$ cat src/rtl/nibble_serial_adder_pkg.sv
// Shared definitions for the nibble-serial adder/subtractor.
// Holds the FSM state encoding, the nibble width and helpers that derive
// the nibble count and index-counter width from the operand width.
package nibble_serial_adder_pkg;

  localparam int NIB_W = 4;

  typedef enum logic {
    IDLE = 1'b0,
    RUN  = 1'b1
  } state_t;

  function automatic int num_nibbles(input int width);
    return width / NIB_W;
  endfunction

  // A single-nibble datapath still needs a 1-bit index register.
  function automatic int idx_width(input int n);
    return (n > 1) ? $clog2(n) : 1;
  endfunction

endpackage

$ cat src/rtl/nibble_serial_adder_if.sv
// Start/done handshake bundle between the operand source and the
// nibble-serial adder.
//   start, sub, A, B : request side (driven by master)
//   busy, done       : handshake status (driven by slave)
//   R, cout,
//   overflow, zero   : latched result and flags (driven by slave)
interface nibble_serial_adder_if #(
  parameter int WIDTH = 16
);

  logic             start;
  logic             sub;
  logic [WIDTH-1:0] A;
  logic [WIDTH-1:0] B;
  logic             busy;
  logic             done;
  logic [WIDTH-1:0] R;
  logic             cout;
  logic             overflow;
  logic             zero;

  modport master (
    output start, sub, A, B,
    input  busy, done, R, cout, overflow, zero
  );

  modport slave (
    input  start, sub, A, B,
    output busy, done, R, cout, overflow, zero
  );

endinterface

$ cat src/rtl/carry_look_ahead_adder_cin_cout_4.sv
// 4-bit carry-look-ahead adder with carry in and carry out.
//   a, b : nibble operands
//   cin  : carry in
//   sum  : nibble sum
//   cout : carry out of bit 3
module carry_look_ahead_adder_cin_cout_4 (
  input  logic [3:0] a,
  input  logic [3:0] b,
  input  logic       cin,
  output logic [3:0] sum,
  output logic       cout
);

  logic [3:0] g;
  logic [3:0] p;
  logic [4:0] c;

  assign g = a & b;
  assign p = a ^ b;

  // Every carry is expanded directly from cin so no carry ripples.
  assign c[0] = cin;
  assign c[1] = g[0] | (p[0] & cin);
  assign c[2] = g[1] | (p[1] & g[0]) | (p[1] & p[0] & cin);
  assign c[3] = g[2] | (p[2] & g[1]) | (p[2] & p[1] & g[0])
              | (p[2] & p[1] & p[0] & cin);
  assign c[4] = g[3] | (p[3] & g[2]) | (p[3] & p[2] & g[1])
              | (p[3] & p[2] & p[1] & g[0]) | (p[3] & p[2] & p[1] & p[0] & cin);

  assign sum  = p ^ c[3:0];
  assign cout = c[4];

endmodule

$ cat src/rtl/nibble_serial_adder.sv
// Multi-cycle WIDTH-bit adder/subtractor built around one 4-bit CLA.
// One nibble is added per clock, LSB nibble first, with the carry held in a
// register between cycles. Subtraction inverts B and seeds the carry with 1.
//   clk   : clock, rising edge
//   reset : synchronous, active high; aborts any operation in flight
//   bus   : start/sub/A/B request, busy/done status, R and flags
//
// state | meaning
// IDLE  | waiting for start; result and flags held
// RUN   | one nibble per cycle, idx selects the nibble
module nibble_serial_adder
  import nibble_serial_adder_pkg::*;
#(
  parameter int WIDTH = 16
) (
  input  logic                  clk,
  input  logic                  reset,
  nibble_serial_adder_if.slave  bus
);

  localparam int N    = num_nibbles(WIDTH);
  localparam int IDXW = idx_width(N);
  localparam logic [IDXW-1:0] LAST_IDX = IDXW'(N - 1);

  state_t           state_q;
  state_t           state_d;
  logic             accept;
  logic             last;

  logic [WIDTH-1:0] opa_q;
  logic [WIDTH-1:0] opb_q;
  logic [WIDTH-1:0] r_q;
  logic [WIDTH-1:0] r_next;
  logic [IDXW-1:0]  idx_q;
  logic             carry_q;
  logic             cout_q;
  logic             ovf_q;
  logic             zero_q;
  logic             done_q;

  logic [NIB_W-1:0] nib_a;
  logic [NIB_W-1:0] nib_b;
  logic [NIB_W-1:0] nib_sum;
  logic             nib_cout;

  always_ff @(posedge clk) begin
    if (reset) begin
      state_q <= IDLE;
    end else begin
      state_q <= state_d;
    end
  end

  always_comb begin
    state_d = state_q;
    accept  = 1'b0;
    last    = 1'b0;
    case (state_q)
      IDLE: begin
        if (bus.start) begin
          accept  = 1'b1;
          state_d = RUN;
        end
      end
      RUN: begin
        if (idx_q == LAST_IDX) begin
          last    = 1'b1;
          state_d = IDLE;
        end
      end
      default: state_d = IDLE;
    endcase
  end

  assign nib_a = opa_q[int'(idx_q) * NIB_W +: NIB_W];
  assign nib_b = opb_q[int'(idx_q) * NIB_W +: NIB_W];

  carry_look_ahead_adder_cin_cout_4 u_cla (
    .a    (nib_a),
    .b    (nib_b),
    .cin  (carry_q),
    .sum  (nib_sum),
    .cout (nib_cout)
  );

  // Result as it will look after this edge; used so the zero flag covers
  // the nibble being written in the final cycle.
  always_comb begin
    r_next = r_q;
    r_next[int'(idx_q) * NIB_W +: NIB_W] = nib_sum;
  end

  always_ff @(posedge clk) begin
    if (reset) begin
      opa_q   <= '0;
      opb_q   <= '0;
      r_q     <= '0;
      idx_q   <= '0;
      carry_q <= 1'b0;
      cout_q  <= 1'b0;
      ovf_q   <= 1'b0;
      zero_q  <= 1'b0;
      done_q  <= 1'b0;
    end else begin
      done_q <= 1'b0;
      if (accept) begin
        opa_q   <= bus.A;
        opb_q   <= bus.sub ? ~bus.B : bus.B;
        carry_q <= bus.sub;
        idx_q   <= '0;
        r_q     <= '0;
        cout_q  <= 1'b0;
        ovf_q   <= 1'b0;
        zero_q  <= 1'b0;
      end else if (state_q == RUN) begin
        r_q     <= r_next;
        carry_q <= nib_cout;
        idx_q   <= idx_q + 1'b1;
        if (last) begin
          cout_q <= nib_cout;
          // Carry into the MSB is a ^ b ^ sum at that bit.
          ovf_q  <= opa_q[WIDTH-1] ^ opb_q[WIDTH-1] ^ nib_sum[NIB_W-1] ^ nib_cout;
          zero_q <= (r_next == '0);
          done_q <= 1'b1;
        end
      end
    end
  end

  assign bus.busy     = (state_q == RUN);
  assign bus.done     = done_q;
  assign bus.R        = r_q;
  assign bus.cout     = cout_q;
  assign bus.overflow = ovf_q;
  assign bus.zero     = zero_q;

endmodule

$ cat src/flat_wrapper.sv
// flat-port wrapper written by rule: the top's interface ports become plain ports
module nibble_serial_adder_flat import nibble_serial_adder_pkg::*;
#(
  parameter int WIDTH = 16
)
  (clk, reset, bus_start, bus_sub, bus_A, bus_B, bus_busy, bus_done, bus_R, bus_cout, bus_overflow, bus_zero);
  nibble_serial_adder_if #(.WIDTH(WIDTH)) bus_i ();
  input  logic clk;
  input  logic reset;
  input wire logic [$bits(bus_i.start)-1:0] bus_start;
  input wire logic [$bits(bus_i.sub)-1:0] bus_sub;
  input wire logic [$bits(bus_i.A)-1:0] bus_A;
  input wire logic [$bits(bus_i.B)-1:0] bus_B;
  output wire logic [$bits(bus_i.busy)-1:0] bus_busy;
  output wire logic [$bits(bus_i.done)-1:0] bus_done;
  output wire logic [$bits(bus_i.R)-1:0] bus_R;
  output wire logic [$bits(bus_i.cout)-1:0] bus_cout;
  output wire logic [$bits(bus_i.overflow)-1:0] bus_overflow;
  output wire logic [$bits(bus_i.zero)-1:0] bus_zero;
  assign bus_i.start = bus_start;
  assign bus_i.sub = bus_sub;
  assign bus_i.A = bus_A;
  assign bus_i.B = bus_B;
  assign bus_busy = bus_i.busy;
  assign bus_done = bus_i.done;
  assign bus_R = bus_i.R;
  assign bus_cout = bus_i.cout;
  assign bus_overflow = bus_i.overflow;
  assign bus_zero = bus_i.zero;
  nibble_serial_adder #(.WIDTH(WIDTH)) u_core (.clk(clk), .reset(reset), .bus(bus_i));
endmodule
$ cat config.mk
export PLATFORM = sky130hd
export DESIGN_NAME = nibble_serial_adder_flat
export DESIGN_NICKNAME = d
export VERILOG_FILES = /design/src/rtl/nibble_serial_adder_pkg.sv /design/src/rtl/nibble_serial_adder_if.sv /design/src/rtl/carry_look_ahead_adder_cin_cout_4.sv /design/src/rtl/nibble_serial_adder.sv /design/src/flat_wrapper.sv
export SDC_FILE = /design/constraint.sdc
export NUM_CORES = 1
export LEC_CHECK = 0
export CORE_MARGIN = 2
export CORE_UTILIZATION = 55
export DETAILED_ROUTE_END_ITERATION = 7
export PLACE_DENSITY = 0.81
export SYNTH_ARGS = -nofsm -noshare
export SYNTH_HDL_FRONTEND = slang
export SYNTH_SLANG_ARGS = --single-unit
$ cat constraint.sdc
create_clock -name clk -period 7.3 [get_ports clk]
set_input_delay 1.095 -clock clk [delete_from_list [all_inputs] [get_ports clk]]
set_output_delay 1.095 -clock clk [all_outputs]
set_load 0.05 [all_outputs]
======== Word level (Yosys, flattened, before mapping) ========
Cells that the tools add are included.
operators by class
  eq/ne operators ......................... 1
  add/subtract/negate cells ............... 2
  bitwise logic cells ..................... 34
  muxes and demuxes ....................... 11
  shifts and indexed selects .............. 4
  reductions and logical operators ........ 5
operators with widths
  cell                                                                      count
  4-bit negator with 33-bit output                                          1
  4-bit by 33-bit variable shift with 16-bit output (first input constant)  1
  4-bit by 33-bit variable part select with 16-bit output                   1
  16-bit by 5-bit variable part select with 4-bit output                    2
  1-bit bitwise AND                                                         16
  16-bit bitwise mux                                                        1
  16-bit zero test                                                          1
  16-bit two-way mux                                                        1
  16-bit inverter                                                           1
  1-bit bitwise OR                                                          10
  1-bit two-way mux                                                         8
  4-bit XOR                                                                 2
  4-bit bitwise AND                                                         1
  3-bit OR reduction                                                        1
  1-bit XOR                                                                 3
  2-bit by 1-bit adder with 2-bit output (second input constant)            1
  2-bit equality test (second input constant)                               1
  1-bit case mux with 2 select lines                                        1
  2-bit AND reduction                                                       1
  2-bit nonzero test                                                        1
  2-bit OR reduction                                                        1
  1-bit inverter                                                            1
storage, ports and cells
  register bits after elaboration ......... 56
  input bits .............................. 36
  output and inout bits ................... 21

======== Depth between registers and ports, before layout ========
Gate-level depths: netlist of run 1.
  depth in word-level cells ............... 10
  depth in mapped cells ................... 10
  gate-level depth less buffers ........... 7

======== Modules after synthesis ========
From an unflattened synthesis of run 1, not the netlist that was laid out.
second synthesis, totals
  cell total of the unflattened synthesis .. 297
  area total of the unflattened synthesis .. 2698.8 µm²
by module, submodules not included
  module                             cells an instance  sequential area each (µm²)  instances  area an instance (µm²)
  nibble_serial_adder                280                1121.1                      1          2551.2
  carry_look_ahead_adder_cin_cout_4  17                 0.0                         1          147.6

======== Worst setup path after synthesis of run 1 ========
Ideal clock, no wire load.
  kind .................................... register -> register
  start point ............................. reg u_core.idx_q[0]
  end point ............................... reg u_core.ovf_q (netlist: u_core.bus.overflow)
  data required time ...................... 7.237 ns
  setup slack ............................. 4.279 ns
  arrival ................................. 2.958 ns
  stages on the path, launching flop included .. 10
  clock period less this slack ............ 3.021 ns
  path buffers ............................ 2
  cells stage by stage .................... dfxtp_1 > clkbuf_1 > buf_2 > mux4_2 > ha_1 > a21o_2 > a31oi_1 > xnor2_1 > or4_1 > nand3_1
on the way
  cells in the longest elaborated chain, start to end .. 9
RTL lines
  item                                                                       RTL line                                                                          text
  from (decl)                                                                nibble_serial_adder.sv:34                                                         logic [IDXW-1:0] idx_q;
  from (signal assigned)                                                     nibble_serial_adder.sv:118                                                        idx_q <= idx_q + 1'b1;
  16-bit by 5-bit variable part select with 4-bit output (on tied branches)  nibble_serial_adder.sv:75, nibble_serial_adder.sv:76
  4-bit XOR or 4-bit bitwise AND (tied branches)                             carry_look_ahead_adder_cin_cout_4.sv:19, carry_look_ahead_adder_cin_cout_4.sv:18
  1-bit bitwise AND (on tied branches)                                       carry_look_ahead_adder_cin_cout_4.sv:25, carry_look_ahead_adder_cin_cout_4.sv:26
  1-bit bitwise OR, or another cell as far along                             carry_look_ahead_adder_cin_cout_4.sv:25                                           assign c[3] = g[2] | (p[2] & g[1]) | (p[2] & p[1] & g[0])
  1-bit bitwise OR or 1-bit bitwise AND (tied branches)                      carry_look_ahead_adder_cin_cout_4.sv:25, carry_look_ahead_adder_cin_cout_4.sv:26
  1-bit bitwise OR                                                           carry_look_ahead_adder_cin_cout_4.sv:26                                           | (p[2] & p[1] & p[0] & cin);
  4-bit XOR                                                                  carry_look_ahead_adder_cin_cout_4.sv:30                                           assign sum = p ^ c[3:0];
  1-bit XOR (2 in a row)                                                     nibble_serial_adder.sv:122                                                        ovf_q <= opa_q[WIDTH-1] ^ opb_q[WIDTH-1] ^ nib_sum[NIB_W-1] ^ nib_cout;
  to (signal assigned)                                                       nibble_serial_adder.sv:122
  to (decl)                                                                  nibble_serial_adder.sv:37                                                         logic ovf_q;
Several ways; a longest one is shown, not always the timed one.
A chain may end at the register's enable or synchronous reset.

======== Worst setup path after layout of run 1 ========
Same ends and word-level chain as after synthesis.

==> results, run 1 <==
- For the pin with the worst max-slew slack, the measured transition is 0.861 ns.
- Once the clock tree was built, the resizer swapped 0 gates to a different size.
- In this run switching power makes up 28.1% of total power.
- The met2 track utilization from global routing is 38.4%.
- Detailed placement finished with a half-perimeter wire length of 4130 um.
- The number of nets produced by synthesis is 351.
- The portion of total power attributed to the clock network is 26.8%.
- After floorplanning, the core was sized to cover 4750 um^2.
- The floorplan die area is 5550 um^2.
- The starting DRC count in detailed routing is 164.
- The repair_antennas step left the layout with diodes totalling 0.
- The synthesized instance count is 304.
- The path depth of the worst reg2reg path is 7.
- The endpoint of the worst-slack reg-to-reg timing path is u_core.bus.overflow.
- The instance count after placement with tap cells included is 406.
- After Yosys synthesis, full adders, half adders and majority gates account for 5.31% of the synthesized area.
- The tightest slew margin relative to the limit is 42.5%.
- Synthesis inferred 56 register bits.
- Measured along the y axis, the die boundary spans 74.5 um.
- The number of global-route vias before repair is 2,162.
- The total power is 644 uW.
- In this run the power density over the cells is 191 nW/um^2.
- The post-synthesis simple-gate area fraction is 17.3%.
- STA classifies the critical path startpoint as a flop.
- The final weighted congestion in routability-driven placement is 0.803.
- The critical register-to-register path startpoint is u_core.idx_q[0].
- The number of failing setup endpoints in the final timing report is 0.
- The global-route wire length before repair is 9690 um.
- The worst path needs 3.27 ns of the cycle, external delays included.
- The critical path's slowest cell is dfxtp_1.
- The post-synthesis mux area share is 7.32%.
- The initialized floorplan defines 25 standard-cell rows.
- The met1 usage is 28.8%.
- At the later pin of the worst-skew pair, clock insertion delay measures 0.30 ns.
- Summed over all nets, the switching power comes to 181 uW.
- The global-route usage over all layers is 22.3%.
- The initial antenna violation count was 0.
- The count of buffers inserted at the top-level ports is 56.
- Synthesis instantiated 34 different standard cells from the library.
- The dominant combinational cell family by area after synthesis is simple AND/OR/NAND/NOR gates.
- The average instance in the mapped netlist occupies 8.99 um^2.
- Of the total synthesized cell area, the portion taken by XOR and XNOR cells is 8.01%.
- The starting utilization of the core area is 57.5%.
- Per report_power, the sequential group accounts for 52.3% of the total.
- The critical path goes through mux4_2 > ha_1 > a21o_2 > a31oi_1 > xnor2_1 > or4_1 > nand3_1.
- The post-route fraction of the period consumed by the critical path is 44.8%.
- The TritonCTS buffer count is 5.
- In this run the static leakage power is 1.20 nW.
- Summed over all layers, the routed wires come to 5550 um.
- Global routing finished with a remaining overflow of 0.
- The combinational share of power is 20.9%.
- The type of the most critical hold path is reg2reg.
- The buffer depth of the longest clock path is 2.
- The finished cells cover 3380 um^2.
- The tightest hold path in the finished design has a slack of 0.467 ns.
- The fraction of met3 tracks used by global routing is 4.61%.
- The netlist area before placement is 2730 um^2.
- The final hold violation count came to 0.
- In the final layout, the multi-input gates occupy 1500 um^2.
- At the placement stage, the worst setup path has a slack of 4.01 ns.
- The buffer cell driving the clock tree root is clkbuf_8.
- The filler cell count is 383.
- Clock-pin slew was measured on the worst setup and hold paths at 0.10 ns.
- Along the worst path, the maximum fanout reaches 18.
- Across all setup checks in the final design, the least slack found is 4.03 ns.
- In this run the worst setup path terminates at u_core.bus.overflow.
- For this run, design rule violations remaining after detail routing come to 0.
- The final-report max-slew violation count was 0.
- The number of synthesis warnings is 0.
- Max-cap violations in this run came to 0.
- The achievable frequency is 306 MHz.
- In the final routed layout, each cell accounts on average for 13.4 um.
- The residual antenna-violating net count after detailed routing is 0.
- The number of clock sinks is 56.
- In this run the worst setup path begins at u_core.idx_q[0].
- The worst setup path is of the reg2reg kind.
- The sequential cells in the finished layout cover a total of 1120 um^2.
- TritonCTS built the clock tree.
- In the routed layout, each cell is associated on average with a via count of 5.43.
- The proportion of synthesized chip area in sequential cells is 41.0%.
- The run finished with clean final reports.
- From left edge to right edge, the die measures 74.5 um.
- The fraction of layout instances using a drive strength above 1 is 5.76%.
- Entering global routing, the biggest net connects 50 pins.
- The summed negative setup slack over all endpoints is 0 ns.
- For the final database, setup skew stands at 0.00507 ns.
- The post-synthesis compound-gate area fraction is 16.7%.
- The number of nets in the finished design is 393.
- The cts-stage hold buffer count is 0.
- The number of standard cells in the final layout excluding fillers is 414.
- The minimum setup slack among reg-to-reg paths is 4.03 ns.
- The final design utilization is 71.1%.
- In this run the count of I/O pins placed on the die edge is 57.
- The total vias in the final route is 2,248.
- The area of placed instances is 3290 um^2.
- The number of setup buffers added after CTS is 0.
- The number of H-tree levels is 2.
- Setup repair after global routing left no endpoint under its margin.
- The worst path arrival time is 3.52 ns.
- The length of the first detailed-routing pass in iterations is 4.
- IR analysis of the VDD net gives a maximum drop of 0.111 mV.
- The post-synthesis to final-layout area growth is 23.7%.
- The cell internal power dissipation is 463 uW.
- The longest individual stage delay on the worst path is 0.90 ns.
- STA classifies the critical path endpoint as a flop.
- The busiest metal layer after global routing is met2.
- The required time of the critical path is 7.55 ns.
-- cell usage in the layout, fill, tap and decap left out, drive strengths merged --
master	count
or4	1
a32o	1
nand2	38
and3	3
clkdlybuf4s50	56
nor3	5
a221oi	1
o22ai	2
nor2b	2
o21ai	1
a21o	3
mux2i	2
xnor2	22
clkinvlp	1
nor4	3
clkbuf	7
nand2b	4
a22oi	12
nor3b	2
xor2	3
a21oi	25
a31oi	2
fa	1
dfxtp	56
mux4	8
ha	10
nand3b	3
nor2	44
nand3	4
a211oi	20
buf	2
inv	3
-- worst max-delay path, delay by kind of cell, from the launching register on --
kind / cells / cell delay (ns)
flip-flops: 1 / 0.90
AND/OR/NAND/NOR: 2 / 0.62
adder cells (fa/ha/maj): 1 / 0.36
XOR/XNOR: 1 / 0.23
AO/OA/AOI/OAI: 2 / 0.46
multiplexers: 1 / 0.65
-- synth_stat cells --
| master | n | area (um^2) |
|---|---|---|
| a211oi_1 | 20 | 150 |
| a21o_1 | 2 | 15.0 |
| a21o_2 | 1 | 8.76 |
| a21oi_1 | 25 | 125 |
| a221oi_4 | 1 | 26.3 |
| a22oi_1 | 12 | 90.1 |
| a31oi_1 | 2 | 12.5 |
| a32o_1 | 1 | 10.0 |
| and3_1 | 3 | 18.8 |
| buf_1 | 4 | 15.0 |
| buf_2 | 3 | 15.0 |
| buf_4 | 1 | 7.51 |
| buf_6 | 2 | 22.5 |
| clkbuf_1 | 13 | 48.8 |
| dfxtp_1 | 56 | 1120 |
| fa_1 | 1 | 20.0 |
| ha_1 | 10 | 125 |
| inv_1 | 3 | 11.3 |
| mux2i_1 | 2 | 20.0 |
| mux4_2 | 8 | 180 |
| nand2_1 | 38 | 143 |
| nand2b_1 | 4 | 25.0 |
| nand3_1 | 4 | 20.0 |
| nand3b_1 | 3 | 22.5 |
| nor2_1 | 44 | 165 |
| nor2b_1 | 2 | 12.5 |
| nor3_1 | 5 | 25.0 |
| nor3b_1 | 2 | 15.0 |
| nor4_1 | 3 | 18.8 |
| o21ai_0 | 1 | 5.00 |
| o22ai_1 | 2 | 12.5 |
| or4_1 | 1 | 7.51 |
| xnor2_1 | 22 | 193 |
| xor2_1 | 3 | 26.3 |
-- power by group through the flow --
stage          combinational, mW  clock [mW]  sequential (mW)
2_1_floorplan             0.0976           0            0.341
3_3_place_gp               0.131           0            0.344
3_5_place_dp               0.135           0            0.344
4_1_cts                    0.135       0.176            0.337
5_1_grt                    0.150       0.189            0.340
6_report                   0.135       0.172            0.337
-- worst min path at each step --
stage,from,endpoint,depth (start not counted),slack [ns]
6_report,u_core.opa_q[11],u_core.opa_q[11],2,0.47
5_1_grt,u_core.opa_q[11],u_core.opa_q[11],2,0.48
4_1_cts,u_core.opa_q[5],u_core.opa_q[5],2,0.46
3_5_place_dp,u_core.opa_q[5],u_core.opa_q[5],2,0.45
3_3_place_gp,u_core.opa_q[1],u_core.opa_q[1],2,0.44
2_1_floorplan,u_core.opa_q[10],u_core.opa_q[10],2,0.43
-- routing by layer --
layer  vias up  routed length (um)
met4         0                  78
met2        66                2780
li1       1140                   -
met5         -                   0
met3         9                 242
met1      1033                2450
-- state kept, by name (all words and copies together), names as in the netlist --
signal and flops:
u_core.bus.cout 1, u_core.bus.overflow 1, u_core.carry_q 1, u_core.bus.done 1
u_core.opb_q 16, u_core.bus.busy 1, u_core.bus.R 16, u_core.bus.zero 1
u_core.idx_q 2, u_core.opa_q 16
-- cell type report --
class / count / share of cell area (%)
multi-input combinational: 222 / 44.2
tap: 67 / 2.48
inverter: 3 / 0.333
clock inverter: 1 / 0.222
timing repair buffer: 58 / 17.0
sequential: 56 / 33.2
clock buffer: 7 / 2.55
-- cell families after synthesis --
family          after synthesis
flops                        56
xor+xnor                     25
simple gates                109
compound gates               67
mux                          10
buf+inv                      26
fa+ha+maj                    11
No activity file was read; power rests on OpenSTA's default activity.
==> inputs of run 2 (changes only) <==
--- a/config.mk
+++ b/config.mk
@@ -6,9 +6,9 @@
 export NUM_CORES = 1
 export LEC_CHECK = 0
 export CORE_MARGIN = 2
-export CORE_UTILIZATION = 55
+export CORE_UTILIZATION = 46
 export DETAILED_ROUTE_END_ITERATION = 7
-export PLACE_DENSITY = 0.81
+export PLACE_DENSITY = 0.72
 export SYNTH_ARGS = -nofsm -noshare
 export SYNTH_HDL_FRONTEND = slang
 export SYNTH_SLANG_ARGS = --single-unit
==> constraint.sdc (replaced) <==
create_clock -name clk -period 2.75 [get_ports clk]
set_input_delay 0.4125 -clock clk [delete_from_list [all_inputs] [get_ports clk]]
set_output_delay 0.4125 -clock clk [all_outputs]
set_load 0.05 [all_outputs]
==> results, run 2 (synthesis gave the netlist of run 1 again) <==
- The buffer depth of the longest clock path was 2 (unchanged).
- The floorplan die area is 6580 um^2 (+18%).
- The areal power density over the cells is 527 nW/um^2 (+180%).
- The total vias in the final route is 2,293 (+2.0%).
- The HPWL reported at the end of detailed placement is 4400 um (+6.4%).
- The starting utilization of the core area came to 47.0% (-10 points).
- The number of failing setup endpoints in the final timing report came to 0 (unchanged).
- The aggregate global routing overflow is 0 (unchanged).
- The final design utilization is 61.1% (-10 points).
- The type of the most critical hold path is reg2reg.
- The worst voltage drop across the vdd grid was 0.224 mV (+100%).
- The fraction of layout instances using a drive strength above 1 came to 10.3% (+4.5 points).
- The number of H-tree levels is 2 (unchanged).
- The I/O pin count is 57 (unchanged).
- The detailed-route wire length came to 5930 um (+6.7%).
- The worst setup path is launched from a flop.
- The run finished with clean final reports.
- The largest net degree at the start of global routing is 49 (-2.0%).
- The library cell used most frequently in the layout, excluding fill and tap cells, is clkdlybuf4s50_1.
- The total power was 1.87 mW (+190%).
- The number of global-route vias before repair was 2,013 (-6.9%).
- The largest fanout on the critical path is 8 (-10).
- The length of the first detailed-routing pass in iterations is 4 (unchanged).
- The leakage power summed over all cells is 1.29 nW (+7.4%).
- The worst path arrival time came to 2.86 ns (-0.66 ns).
- The clock skew is 0.00860 ns (+0.00354 ns).
- The time the final worst path needs with I/O delays and setup is 2.61 ns (-0.660 ns).
- The source-to-sink clock delay at the later pin of the worst-skew pair is 0.31 ns (about the same).
- The post-synthesis to final-layout area growth is 30.0%.
- Clock tree synthesis selected as its root buffer the cell clkbuf_8.
- The average via count per standard cell is 5.28 (-2.7%).
- The CTS tree is yes.
- Leaving out fill and tap cells, the most frequent cells in the layout are clkdlybuf4s50_1, dfxtp_1, nor2_1.
- The filler cell count is 550 (+44%).
- The global-route usage over all layers is 18.7% (-3.7 points).
- The number of placement rows came to 28 (+12%).
- The kind of critical path is reg2reg.
- The tightest slew margin relative to the limit is 58.6% (+16 points).
- The final hold violation count is 0 (unchanged).
- The required time of the critical path is 3.00 ns (-4.55 ns).
- The post-route fraction of the period consumed by the critical path was 95.0% (+50 points).
- The count of buffers inserted at the top-level ports is 56 (unchanged).
- The cts-stage hold buffer count was 0 (unchanged).
- The TritonCTS buffer count is 5 (unchanged).
- The width of the chip is 81.1 um (+8.8%).
- The global-route wire length before repair was 9470 um (-2.4%).
- The core outline area is 5820 um^2 (+22%).
- The DRC violation count after routing was 0 (unchanged).
- The floorplan die height is 81.1 um (+8.8%).
- Setup repair after global routing left no endpoint under its margin.
- The diode insertion count for antenna repair is 0 (unchanged).
- The average wire per cell in the routed design is 13.7 um (+1.8%).
- The type of element capturing the critical path is a flop.
- The number of max-cap violations is 0 (unchanged).
- The initial antenna violation count is 0 (unchanged).
- The number of nets in the finished design is 405 (+3.1%).
- The clock transition at the registers of the reported paths is 0.09 ns (about the same).
- The transition time at the pin with the least slew margin is 0.620 ns (-0.241 ns).
- The residual antenna-violating net count after detailed routing is 0 (unchanged).
- The register area is 1120 um^2 (+0.11%).
- The number of clock sinks came to 56 (unchanged).
- The starting DRC count in detailed routing is 94 (-43%).
- The summed negative setup slack over all endpoints is 0 ns (unchanged).
- The multi-input gate area in the final layout came to 1520 um^2 (+1.8%).
- The final weighted congestion in routability-driven placement came to 0.830 (+3.3%).
- The final-report max-slew violation count is 0 (unchanged).
- The achievable frequency came to 383 MHz (+25%).
[run 2: layout make-up]
type | count | share of cell area (%)
clock buffer | 7 | 2.71
clock inverter | 1 | 0.845
inverter | 3 | 0.317
multi-input combinational | 222 | 42.8
sequential | 56 | 31.6
tap | 75 | 2.64
timing repair buffer | 70 | 19.1
[run 2: per-layer routing]
layer / up-vias / wire length (um) / track usage [%]
met4: 0 / 100 / 5.76
li1: 1169 / - / -
met2: 60 / 2890 / 32.1
met5: - / 0 / 0
met1: 1053 / 2690 / 23.6
met3: 11 / 245 / 3.78
[run 2: critical path, stage by stage (launching register included)]
cell,delay [ns]
dfxtp_2,0.36
buf_12,0.13
mux4_2,0.51
ha_1,0.36
a21o_1,0.22
a221oi_4,0.34
xnor2_1,0.14
or4_1,0.41
nand3_1,0.09
[run 2: timing repair]
item,CTS,global route
buffers inserted,0,1
gates resized for setup,0,2
endpoints found under the setup margin,0,1
hold endpoints to repair,0,0
[run 2: power breakdown]
group          internal (mW)  switching [mW]
clock network          0.321           0.258
logic                  0.199           0.202
registers              0.854          0.0364
total                   1.37           0.497
[run 2: path summary, 6_finish.rpt]
kind | startpoint | to | slack [ns] | depth (start not counted)
worst min-delay path | u_core.opa_q[5] | u_core.opa_q[5] | 0.46 | 2
worst max register to register | u_core.idx_q[0] | u_core.bus.overflow | 0.14 | 8
worst max-delay path | u_core.idx_q[0] | u_core.bus.overflow | 0.14 | 8
worst min register to register | u_core.opa_q[5] | u_core.opa_q[5] | 0.46 | 2
[run 2: per-stage QoR]
step | instances | area, um^2 | hold slack (ns) | setup slack [ns]
final | 434 | 3550 | 0.461 | 0.137
after global routing | 434 | 3550 | 0.479 | 0.0450
after CTS | 433 | 3530 | 0.463 | 0.0540
after detailed placement | 425 | 3410 | 0.450 | 0.110
after global placement | 425 | 3410 | 0.446 | 0.153
after floorplan | 304 | 2770 | 0.433 | 0.00927
==> inputs of run 3 (changes only) <==
--- a/config.mk
+++ b/config.mk
@@ -5,8 +5,10 @@
 export SDC_FILE = /design/constraint.sdc
 export NUM_CORES = 1
 export LEC_CHECK = 0
+export CAP_MARGIN = 0
 export CORE_MARGIN = 2
 export CORE_UTILIZATION = 46
+export CTS_CLUSTER_DIAMETER = 60
 export DETAILED_ROUTE_END_ITERATION = 7
 export PLACE_DENSITY = 0.72
 export SYNTH_ARGS = -nofsm -noshare
==> results of run 3 <==
No change in the layout: final DEF, timing and power equal those of run 2.
